<file path="config.mk">
export PLATFORM = sky130hd
export DESIGN_NAME = az_processor
export DESIGN_NICKNAME = d
export VERILOG_FILES = /design/src/rtl/azp_pkg.sv /design/src/rtl/azp_regfile.sv /design/src/rtl/az_processor.sv
export SDC_FILE = /design/constraint.sdc
export NUM_CORES = 1
export LEC_CHECK = 0
export CELL_PAD_IN_SITES_DETAIL_PLACEMENT = 1
export CELL_PAD_IN_SITES_GLOBAL_PLACEMENT = 2
export CORE_UTILIZATION = 40
export CTS_CLUSTER_DIAMETER = 80
export DETAILED_ROUTE_END_ITERATION = 7
export PLACE_DENSITY_LB_ADDON = 0.1
export SLEW_MARGIN = 10
export SYNTH_ARGS = -nofsm -noshare
export SYNTH_HDL_FRONTEND = slang
export SYNTH_HIERARCHICAL = 1
export SYNTH_SLANG_ARGS = --single-unit
</file>
<file path="constraint.sdc">
create_clock -name oscp -period 4.55 [get_ports oscp]
set_input_delay 0.455 -clock oscp [delete_from_list [all_inputs] [get_ports oscp]]
set_output_delay 0.455 -clock oscp [all_outputs]
set_load 0.03 [all_outputs]
</file>
<file path="src/rtl/azp_pkg.sv">
// Shared types and constants for the az_processor core: opcodes, FSM states,
// instruction field positions and a decode helper.
package azp_pkg;

    localparam int DATA_W  = 8;
    localparam int INSTR_W = 16;
    localparam int REG_CNT = 8;
    localparam int REG_AW  = 3;

    localparam int OP_MSB  = 15;
    localparam int OP_LSB  = 12;
    localparam int RD_MSB  = 11;
    localparam int RD_LSB  = 9;
    localparam int RS_MSB  = 8;
    localparam int RS_LSB  = 6;
    localparam int IMM_MSB = 7;
    localparam int IMM_LSB = 0;

    typedef enum logic [3:0] {
        OP_NOP  = 4'h0,
        OP_LDI  = 4'h1,
        OP_ADD  = 4'h2,
        OP_SUB  = 4'h3,
        OP_AND  = 4'h4,
        OP_OR   = 4'h5,
        OP_XOR  = 4'h6,
        OP_ADDI = 4'h7,
        OP_OUT  = 4'h8,
        OP_JMP  = 4'h9,
        OP_BNZ  = 4'hA,
        OP_RSVB = 4'hB,
        OP_HALT = 4'hC,
        OP_MUL  = 4'hD,
        OP_RSVE = 4'hE,
        OP_RSVF = 4'hF
    } opcode_e;

    typedef enum logic {
        FETCH = 1'b0,
        EXEC  = 1'b1
    } state_e;

    typedef struct packed {
        opcode_e             op;
        logic [REG_AW-1:0]   rd;
        logic [REG_AW-1:0]   rs;
        logic [DATA_W-1:0]   imm;
    } instr_t;

    // rs and imm overlap in the encoding, so both are extracted unconditionally.
    function automatic instr_t decodeInstr(input logic [INSTR_W-1:0] ir);
        instr_t d;
        d.op  = opcode_e'(ir[OP_MSB:OP_LSB]);
        d.rd  = ir[RD_MSB:RD_LSB];
        d.rs  = ir[RS_MSB:RS_LSB];
        d.imm = ir[IMM_MSB:IMM_LSB];
        return d;
    endfunction

endpackage

</file>
<file path="src/rtl/azp_regfile.sv">
// 8x8 register file: two combinational read ports, one synchronous write
// port, asynchronous clear on reset.
module azp_regfile
    import azp_pkg::*;
(
    input  logic                clk_i,
    input  logic                rst_i,
    input  logic [REG_AW-1:0]   rdAddr_i,
    input  logic [REG_AW-1:0]   rsAddr_i,
    output logic [DATA_W-1:0]   rdData_o,
    output logic [DATA_W-1:0]   rsData_o,
    input  logic                wrEn_i,
    input  logic [REG_AW-1:0]   wrAddr_i,
    input  logic [DATA_W-1:0]   wrData_i
);

    logic [DATA_W-1:0] regs_q [REG_CNT];

    always_ff @(posedge clk_i or posedge rst_i) begin
        if (rst_i) begin
            for (int i = 0; i < REG_CNT; i++) begin
                regs_q[i] <= '0;
            end
        end else if (wrEn_i) begin
            regs_q[wrAddr_i] <= wrData_i;
        end
    end

    assign rdData_o = regs_q[rdAddr_i];
    assign rsData_o = regs_q[rsAddr_i];

endmodule

</file>
<file path="src/rtl/az_processor.sv">
// Minimal 8-bit two-cycle (FETCH/EXEC) processor with internal program ROM
// driving an 8-bit GPIO register. Define AZP_MUL_EN to enable opcode D (MUL).
module az_processor
    import azp_pkg::*;
#(
    parameter int    PC_W     = 8,
    parameter string ROM_FILE = ""
)(
    input  logic              oscp,
    input  logic              oscn,
    input  logic              reset_,
    output logic [DATA_W-1:0] GPIOOut
);

    localparam int ROM_DEPTH = 2 ** PC_W;

    typedef logic [ROM_DEPTH-1:0][INSTR_W-1:0] romImg_t;

    // Empty ROM_FILE selects the built-in counter program; unlisted words are NOP.
    function automatic romImg_t romInit();
        romImg_t img;
        img = '0;
        if (ROM_FILE == "") begin
            img[0] = {OP_LDI, 3'd0, 1'b0, 8'h00};
            img[1] = {OP_LDI, 3'd1, 1'b0, 8'h01};
            img[2] = {OP_OUT, 3'd0, 9'd0};
            img[3] = {OP_ADD, 3'd0, 3'd1, 6'd0};
            img[4] = {OP_JMP, 3'd0, 1'b0, 8'h02};
        end
        return img;
    endfunction

    romImg_t romMem = romInit();

    logic unusedOscn;
    assign unusedOscn = oscn;

    state_e             state_q, state_d;
    logic [PC_W-1:0]    pc_q, pc_d;
    logic [INSTR_W-1:0] ir_q, ir_d;
    logic [DATA_W-1:0]  gpio_q, gpio_d;
    logic               halted_q, halted_d;

    instr_t             instr;
    logic [DATA_W-1:0]  rdData, rsData;
    logic [DATA_W-1:0]  aluResult;
    logic               aluWrite;
    logic               regWrEn;

    assign instr = decodeInstr(ir_q);

    azp_regfile u_regfile (
        .clk_i    (oscp),
        .rst_i    (reset_),
        .rdAddr_i (instr.rd),
        .rsAddr_i (instr.rs),
        .rdData_o (rdData),
        .rsData_o (rsData),
        .wrEn_i   (regWrEn),
        .wrAddr_i (instr.rd),
        .wrData_i (aluResult)
    );

    always_comb begin
        aluResult = rdData;
        aluWrite  = 1'b0;
        case (instr.op)
            OP_LDI:  begin aluResult = instr.imm;          aluWrite = 1'b1; end
            OP_ADD:  begin aluResult = rdData + rsData;    aluWrite = 1'b1; end
            OP_SUB:  begin aluResult = rdData - rsData;    aluWrite = 1'b1; end
            OP_AND:  begin aluResult = rdData & rsData;    aluWrite = 1'b1; end
            OP_OR:   begin aluResult = rdData | rsData;    aluWrite = 1'b1; end
            OP_XOR:  begin aluResult = rdData ^ rsData;    aluWrite = 1'b1; end
            OP_ADDI: begin aluResult = rdData + instr.imm; aluWrite = 1'b1; end
`ifdef AZP_MUL_EN
            OP_MUL:  begin aluResult = rdData * rsData;    aluWrite = 1'b1; end
`endif
            default: ;
        endcase
    end

    // Once halted, every architectural register holds until reset.
    always_comb begin
        state_d  = state_q;
        pc_d     = pc_q;
        ir_d     = ir_q;
        gpio_d   = gpio_q;
        halted_d = halted_q;
        regWrEn  = 1'b0;
        if (!halted_q) begin
            case (state_q)
                FETCH: begin
                    ir_d    = romMem[pc_q];
                    state_d = EXEC;
                end
                EXEC: begin
                    state_d = FETCH;
                    pc_d    = pc_q + PC_W'(1);
                    regWrEn = aluWrite;
                    case (instr.op)
                        OP_OUT:  gpio_d = rdData;
                        OP_JMP:  pc_d = PC_W'(instr.imm);
                        OP_BNZ:  if (rdData != '0) pc_d = PC_W'(instr.imm);
                        OP_HALT: halted_d = 1'b1;
                        default: ;
                    endcase
                end
                default: state_d = FETCH;
            endcase
        end
    end

    always_ff @(posedge oscp or posedge reset_) begin
        if (reset_) begin
            state_q  <= FETCH;
            pc_q     <= '0;
            ir_q     <= '0;
            gpio_q   <= '0;
            halted_q <= 1'b0;
        end else begin
            state_q  <= state_d;
            pc_q     <= pc_d;
            ir_q     <= ir_d;
            gpio_q   <= gpio_d;
            halted_q <= halted_d;
        end
    end

    assign GPIOOut = gpio_q;

endmodule

</file>
==> results of run 1 <==
-- kinds of logic (layout without fill, tap and decap cells) --
family / count (synthesis) / count (layout) / share of synthesized area
fa+ha+maj: 14 / 14 / 0.0353
other cells: 1 / 6 / 0.000724
flops: 86 / 86 / 0.416
simple gates: 67 / 67 / 0.0754
xor+xnor: 10 / 10 / 0.0169
compound gates: 51 / 51 / 0.0638
buf+inv: 34 / 43 / 0.0365
mux: 121 / 121 / 0.356
-- synth_stat cells (3+ instances only) --
| master | instances |
|---|---|
| a21o_1 | 3 |
| a21oi_1 | 12 |
| a32o_1 | 3 |
| and3_1 | 3 |
| buf_2 | 11 |
| clkbuf_1 | 5 |
| dfrtp_1 | 86 |
| ha_1 | 13 |
| inv_1 | 12 |
| mux2_2 | 88 |
| mux4_1 | 32 |
| nand2_1 | 18 |
| nand2b_1 | 4 |
| nand3_1 | 8 |
| nand4b_1 | 3 |
| nor2_1 | 11 |
| nor3_1 | 3 |
| nor4_1 | 4 |
| nor4bb_1 | 3 |
| o21ai_0 | 16 |
| xnor2_1 | 5 |
| xor2_1 | 5 |
-- metal layers --
metal  GRT usage  wire length (µm)  vias up  share of wire
met5           0                 0        -              0
met4      0.0735               204        0          0.017
met2       0.355              6190       28           0.50
met1       0.264              5710     1673           0.46
met3      0.0298               223       17          0.018
li1            -                 -     1499              -
-- per-stage QoR --
step / utilization / setup slack, ns / std cells
floorplan: - / 0.950 / 389
global placement: 0.430 / 0.490 / 554
detailed placement: 0.430 / 0.444 / 554
CTS: 0.456 / 0.420 / 570
global route: 0.456 / 0.107 / 570
finish: 0.456 / 0.439 / 570
-- flip-flops by register name, summed over array words and instances, names as in the netlist --
register          count
ir_q                  5
state_q               1
u_regfile/regs_q     64
GPIOOut               8
pc_q                  8
-- how the worst max path moves through the flow --
stage	start	end	slack, ns	depth (start not counted)
after floorplan	ir_q[13]$_DFFE_PP0N_	u_regfile/regs_q[55]$_DFFE_PP0P_	0.95	15
after global placement	ir_q[13]$_DFFE_PP0N_	u_regfile/regs_q[61]$_DFFE_PP0P_	0.49	14
after detailed placement	ir_q[13]$_DFFE_PP0N_	u_regfile/regs_q[61]$_DFFE_PP0P_	0.44	14
after CTS	ir_q[13]$_DFFE_PP0N_	u_regfile/regs_q[61]$_DFFE_PP0P_	0.42	14
after global routing	ir_q[13]$_DFFE_PP0N_	u_regfile/regs_q[61]$_DFFE_PP0P_	0.11	14
final	ir_q[13]$_DFFE_PP0N_	u_regfile/regs_q[61]$_DFFE_PP0P_	0.44	14
-- power groups by stage --
stage | combinational [mW] | clock (mW) | sequential (mW)
2_1_floorplan | 0.0275 | 0 | 0.779
3_3_place_gp | 0.0316 | 0 | 0.779
3_5_place_dp | 0.0316 | 0 | 0.779
4_1_cts | 0.0316 | 0.852 | 0.764
5_1_grt | 0.0405 | 0.878 | 0.764
6_report | 0.0355 | 0.830 | 0.765
-- worst max-delay path: stages (launching register included) --
cell and delay (ns):
dfrtp_1 0.37, buf_12 0.21, mux4_1 0.57, mux2_2 0.35
inv_1 0.11, ha_1 0.20, nor2_1 0.07, xnor2_1 0.12
ha_1 0.35, a21oi_1 0.16, nand2_1 0.13, a31oi_1 0.21
xor2_1 0.09, o21ai_0 0.76, mux2_2 0.30
-- cell type report --
cell class                      count  area (µm²)  share of cell area
Clock buffer                       13         270              0.0469
Inverter                           12        45.0             0.00782
Sequential cell                    86        2150               0.374
Timing Repair Buffer               15         148              0.0256
Clock inverter                      3        65.1              0.0113
Multi-Input combinational cell    269        2860               0.497
Tap cell                          172         215              0.0374
==> impl_results.md, run 1 <==
- Asr flop ratio synth: 1.00
- Final setup viols: 0
- Cts bufs inserted: 9
- Slew Viols, Final: 18
- Combinational power share: 0.022
- Clock Power Share: 0.509
- Nets: 410
- Drt pass-1 iters: 4
- I/O Buffers: 9
- Period Utilization, post-route: 0.903
- Critical path type: reg -> reg
- Area grow syn2layout: 11.2%
- Clock Root Buffer: clkbuf_16
- Hold Slack: 0.505 ns
- Worst Skew: 0.0133 ns
- Hold wc startpoint: GPIOOut[4]$_DFFE_PP0P_
- RSZ-0062 raised after global routing: no
- PwrDens: 283 nW/µm²
- Int Power: 1.30 mW
- Synth top area share: 0.416
- Synth warn: 6
- Die Height: 116 µm
- Post-synthesis cell type with the largest combined area: dfrtp_1
- Fillers: 1294
- Initial core utilization: 0.410
- First DRT Iteration DRCs: 109
- Most frequent cells in the layout: mux2_2 (88), dfrtp_1 (86), mux4_1 (32), nand2_1 (18), o21ai_0 (16)
- Synthesized area: 5180 µm²
- Row Count: 41
- Most common cell after layout, fill and taps aside: mux2_2
- Die area: 13400 µm²
- Fmax: 243 MHz
- Max cap viols: 0
- Syn Inst Count: 384
- Outcome: finished with violations
- Yosys reg bits: 86
- Routed WL: 12300 µm
- Post-Layout Inst Area: 5760 µm²
- Psw: 0.331 mW
- Reg2reg end: u_regfile/regs_q[61]$_DFFE_PP0P_
- Clk buf depth: 2
- Startpoint class of the critical path: flip-flop
- Max_slew headroom: -0.591
- Htree depth: 3
- First-pass GRT wire length: 19700 µm
- Seq pwr share: 0.469
- Dpl hpwl: 8500 µm
- Worst VDD drop: 0.198 mV
- Placed cell area: 5420 µm²
- Clock transition at path regs: 0.07 ns
- Hold_buf cts: 0
- Yosys cell types: 52
- Antenna Cells: 0
- Clock Latency Late Sink: 0.35 ns
- CP Capture Type: flip-flop
- Sw Share: 0.203
- Total Power: 1.63 mW
- Dominant cells by area after synthesis: dfrtp_1 (42%), mux2_2 (19%), mux4_1 (16%)
- Largest net degree at the start of global routing: 39
- R2R Setup Slk: 0.44 ns
- EDFF count, synth: 0
- CTS tree: done
- Hold Path Class: reg -> reg
- GRT Resource Usage Total: 0.206
- Grt total ovfl: 0
- Vias in the first global route: 3419
- Final hold vios: 0
- Synthesized area per cell: 13.5 µm²
- Worst r2r src: ir_q[13]$_DFFE_PP0N_
- Hold EP: GPIOOut[4]$_DFFE_PP0P_
- Top FF cell, synth: dfrtp_1
- Data arrival, critical path: 4.39 ns
- Slew @ Worst Pin: 2.35 ns
- Gpl congestion: 0.748
- Ratio of cells with drive above 1 in the final layout: 0.296
- Clk sink count: 86
- Critical Path RT: 4.83 ns
- Initial antenna violation count: 0
- Core area: 12600 µm²
- Worst Reg-to-Reg Cells: 14
- Setup bufs post-CTS: 0
- Avg WL per Cell: 21.6 µm
- Via Count: 3217
- IO Count: 11
- Sequential-to-total area share from yosys stat: 0.416
- Setup_tns: 0 ns
- Die X-Extent: 116 µm
- Final min period: 4.11 ns
- WHS Path Cells: 1
- Failing checks: max-slew violations
- Lkg Pwr: 2.78 nW
- Worst Path Max Fanout: 28
- Via density: 5.64
- Post-cts sizing count: 0
- DRC: 0
- Post-DRT Antenna Nets: 0
(Power assumes the default switching activity.)
==> inputs of run 2 (changes only) <==
--- a/config.mk
+++ b/config.mk
@@ -11,6 +11,7 @@
 export CTS_CLUSTER_DIAMETER = 80
 export DETAILED_ROUTE_END_ITERATION = 7
 export PLACE_DENSITY_LB_ADDON = 0.1
+export SETUP_SLACK_MARGIN = 0.1
 export SLEW_MARGIN = 10
 export SYNTH_ARGS = -nofsm -noshare
 export SYNTH_HDL_FRONTEND = slang
==> results of run 2 <==
Final layout, timing and power as in run 1 (identical DEF).
==> inputs of run 3 (changes only) <==
--- a/config.mk
+++ b/config.mk
@@ -7,7 +7,7 @@
 export LEC_CHECK = 0
 export CELL_PAD_IN_SITES_DETAIL_PLACEMENT = 1
 export CELL_PAD_IN_SITES_GLOBAL_PLACEMENT = 2
-export CORE_UTILIZATION = 40
+export CORE_UTILIZATION = 47
 export CTS_CLUSTER_DIAMETER = 80
 export DETAILED_ROUTE_END_ITERATION = 7
 export PLACE_DENSITY_LB_ADDON = 0.1
==> impl_results.md, run 3 (synthesized netlist as in run 1, its figures left out) <==
- Lkg Pwr: 2.71 nW (-2.5%)
- IO Count: 11 (unchanged)
- Post-DRT Antenna Nets: 0 (unchanged)
- Critical-path cell list: buf_4 > mux4_1 > mux2_2 > nor4_1 > a21oi_1 > xnor2_1 > ha_1 > a21o_1 > a31o_2 > a21oi_1 > xnor2_1 > o311ai_2 > mux2_2
- Top reg by flops: u_regfile/regs_q
- Clock Root Buffer: clkbuf_8
- Clk sink count: 86 (unchanged)
- I/O Buffers: 9 (unchanged)
- Nets: 414 (+0.98%)
- Core area: 10500 µm² (-17%)
- Max cap viols: 0 (unchanged)
- Setup bufs post-CTS: 0 (unchanged)
- Row Count: 37 (-9.8%)
- Critical path type: reg -> reg
- Most frequent cells in the layout: mux2_2 (88), dfrtp_1 (85), mux4_1 (32), nand2_1 (18), o21ai_0 (16)
- First DRT Iteration DRCs: 129 (+18%)
- RSZ-0062 raised after global routing: no
- Initial antenna violation count: 0 (unchanged)
- Grt total ovfl: 0 (unchanged)
- Placed cell area: 5390 µm² (-0.51%)
- Hold_buf cts: 0 (unchanged)
- Ratio of cells with drive above 1 in the final layout: 0.301 (+0.00451)
- Max reg flops: 64 (unchanged)
- Fmax: 238 MHz (-2.2%)
- Initial core utilization: 0.493 (+0.0824)
- Final hold vios: 0 (unchanged)
- Max_slew headroom: -0.614 (-0.0234)
- Slowest stage delay, CP: 0.61 ns (-0.15 ns)
- Data arrival, critical path: 4.51 ns (+0.12 ns)
- Post-Layout Inst Area: 5560 µm² (-3.3%)
- Die area: 11400 µm² (-15%)
- Largest net degree at the start of global routing: 37 (-5.1%)
- Total Power: 1.28 mW (-21%)
- GRT Resource Usage Total: 0.232 (+0.0268)
- Final min period: 4.20 ns (+0.0930 ns)
- DRC: 0 (unchanged)
- Hold Path Class: in -> async
- Via Count: 3223 (+0.19%)
- Startpoint class of the critical path: flip-flop
- Slew Viols, Final: 18 (unchanged)
- CTS tree: done
- Area grow syn2layout: 7.47%
- Hold Slack: 0.509 ns (+0.00407 ns)
- Drt pass-1 iters: 4 (unchanged)
- First-pass GRT wire length: 19300 µm (-1.9%)
- Htree depth: 3 (unchanged)
- Placed Cells: 522 (-5.8%)
- PwrDens: 231 nW/µm² (-18%)
- Die X-Extent: 107 µm (-7.6%)
- Vias in the first global route: 3540 (+3.5%)
- R2R Setup Slk: 0.35 ns (-0.09 ns)
- Cts bufs inserted: 9 (unchanged)
- Avg WL per Cell: 22.2 µm (+2.4%)
- Outcome: finished with violations
- Die Height: 107 µm (-7.6%)
- Slew @ Worst Pin: 2.39 ns (+0.0347 ns)
- Antenna Cells: 0 (unchanged)
- Final setup viols: 0 (unchanged)
- Clock transition at path regs: 0.09 ns (+0.02 ns)
- Worst VDD drop: 0.200 mV (+0.86%)
- Routed WL: 11900 µm (-3.4%)
- Setup_tns: 0 ns (unchanged)
- Failing checks: max-slew violations
- CP Capture Type: flip-flop
- Worst Skew: 0.00605 ns (-0.00721 ns)
- Fin cells: 538 (-5.6%)
- Most common cell after layout, fill and taps aside: mux2_2
- Worst Path Max Fanout: 11 (-61%)
- Clock Latency Late Sink: 0.37 ns (+0.02 ns)
- Via density: 5.99 (+6.1%)
- Master of the slowest instance on the critical path: o311ai_2
- Clk buf depth: 2 (unchanged)
- Gpl congestion: 0.805 (+7.5%)
- Critical Path RT: 4.86 ns (+0.03 ns)
- Dpl hpwl: 8490 µm (-0.14%)
- Period Utilization, post-route: 0.924 (+0.0204)
[run 3: cell types whose count changed in the layout (fill, tap and decap cells not counted)]
cell,previous run,this run
dfrtp_1,86,85
dfrtp_2,0,1
clkbuf_16,9,0
buf_12,1,0
clkbuf_1,1,3
bufinv_16,2,0
buf_4,5,10
clkbuf_8,3,10
clkinvlp_4,0,2
[run 3: final timing paths]
kind,endpoint,depth (start not counted),from
setup reg to reg,u_regfile/regs_q[63]$_DFFE_PP0P_,13,ir_q[13]$_DFFE_PP0N_
setup / recovery,u_regfile/regs_q[63]$_DFFE_PP0P_,13,ir_q[13]$_DFFE_PP0N_
hold / removal,u_regfile/regs_q[17]$_DFFE_PP0P_,2,reset_
min in group oscp,GPIOOut[4]$_DFFE_PP0P_,1,GPIOOut[4]$_DFFE_PP0P_
max in group asynchronous,u_regfile/regs_q[13]$_DFFE_PP0P_,3,reset_
hold reg to reg,GPIOOut[4]$_DFFE_PP0P_,1,GPIOOut[4]$_DFFE_PP0P_
[run 3: cell type report]
type,instances,area [µm²]
well taps,136,170
clock inverters,3,20.0
clock buffers,13,149
flip-flops and latches,86,2150
repair buffers,19,165
fillers,1066,4940
multi-input cells,269,2860
inverters,12,45.0
[run 3: critical path, delay by kind of cell (launching register included)]
kind,cells,cell delay (ns)
buffers and inverters,1,0.19
XOR/XNOR,2,0.27
adder cells (fa/ha/maj),1,0.33
AO/OA/AOI/OAI,5,1.32
AND/OR/NAND/NOR,1,0.34
flip-flops,1,0.57
multiplexers,3,1.13
[run 3: through the flow]
| stage | util | setup slack (ns) |
|---|---|---|
| floorplan | - | 0.950 |
| global placement | 0.513 | 0.345 |
| detailed placement | 0.513 | 0.166 |
| CTS | 0.529 | 0.158 |
| global route | 0.529 | 0.144 |
| finish | 0.529 | 0.346 |
[run 3: where the power goes]
group          switching [mW]  internal, mW
logic                  0.0277       0.00808
clock network           0.272         0.213
registers                   0         0.763
total                   0.300         0.985
[run 3: layer usage]
metal	GRT usage	up-vias	wire length, µm
met5	0	-	0
met4	0.0479	0	117
met3	0.0578	8	326
met2	0.400	36	5970
met1	0.298	1676	5500
li1	-	1503	-
[run 3: timing repair]
item | in CTS | in global routing
hold endpoints to repair | 0 | 0
endpoints found under the setup margin | 0 | 4
resized for setup | 0 | 1
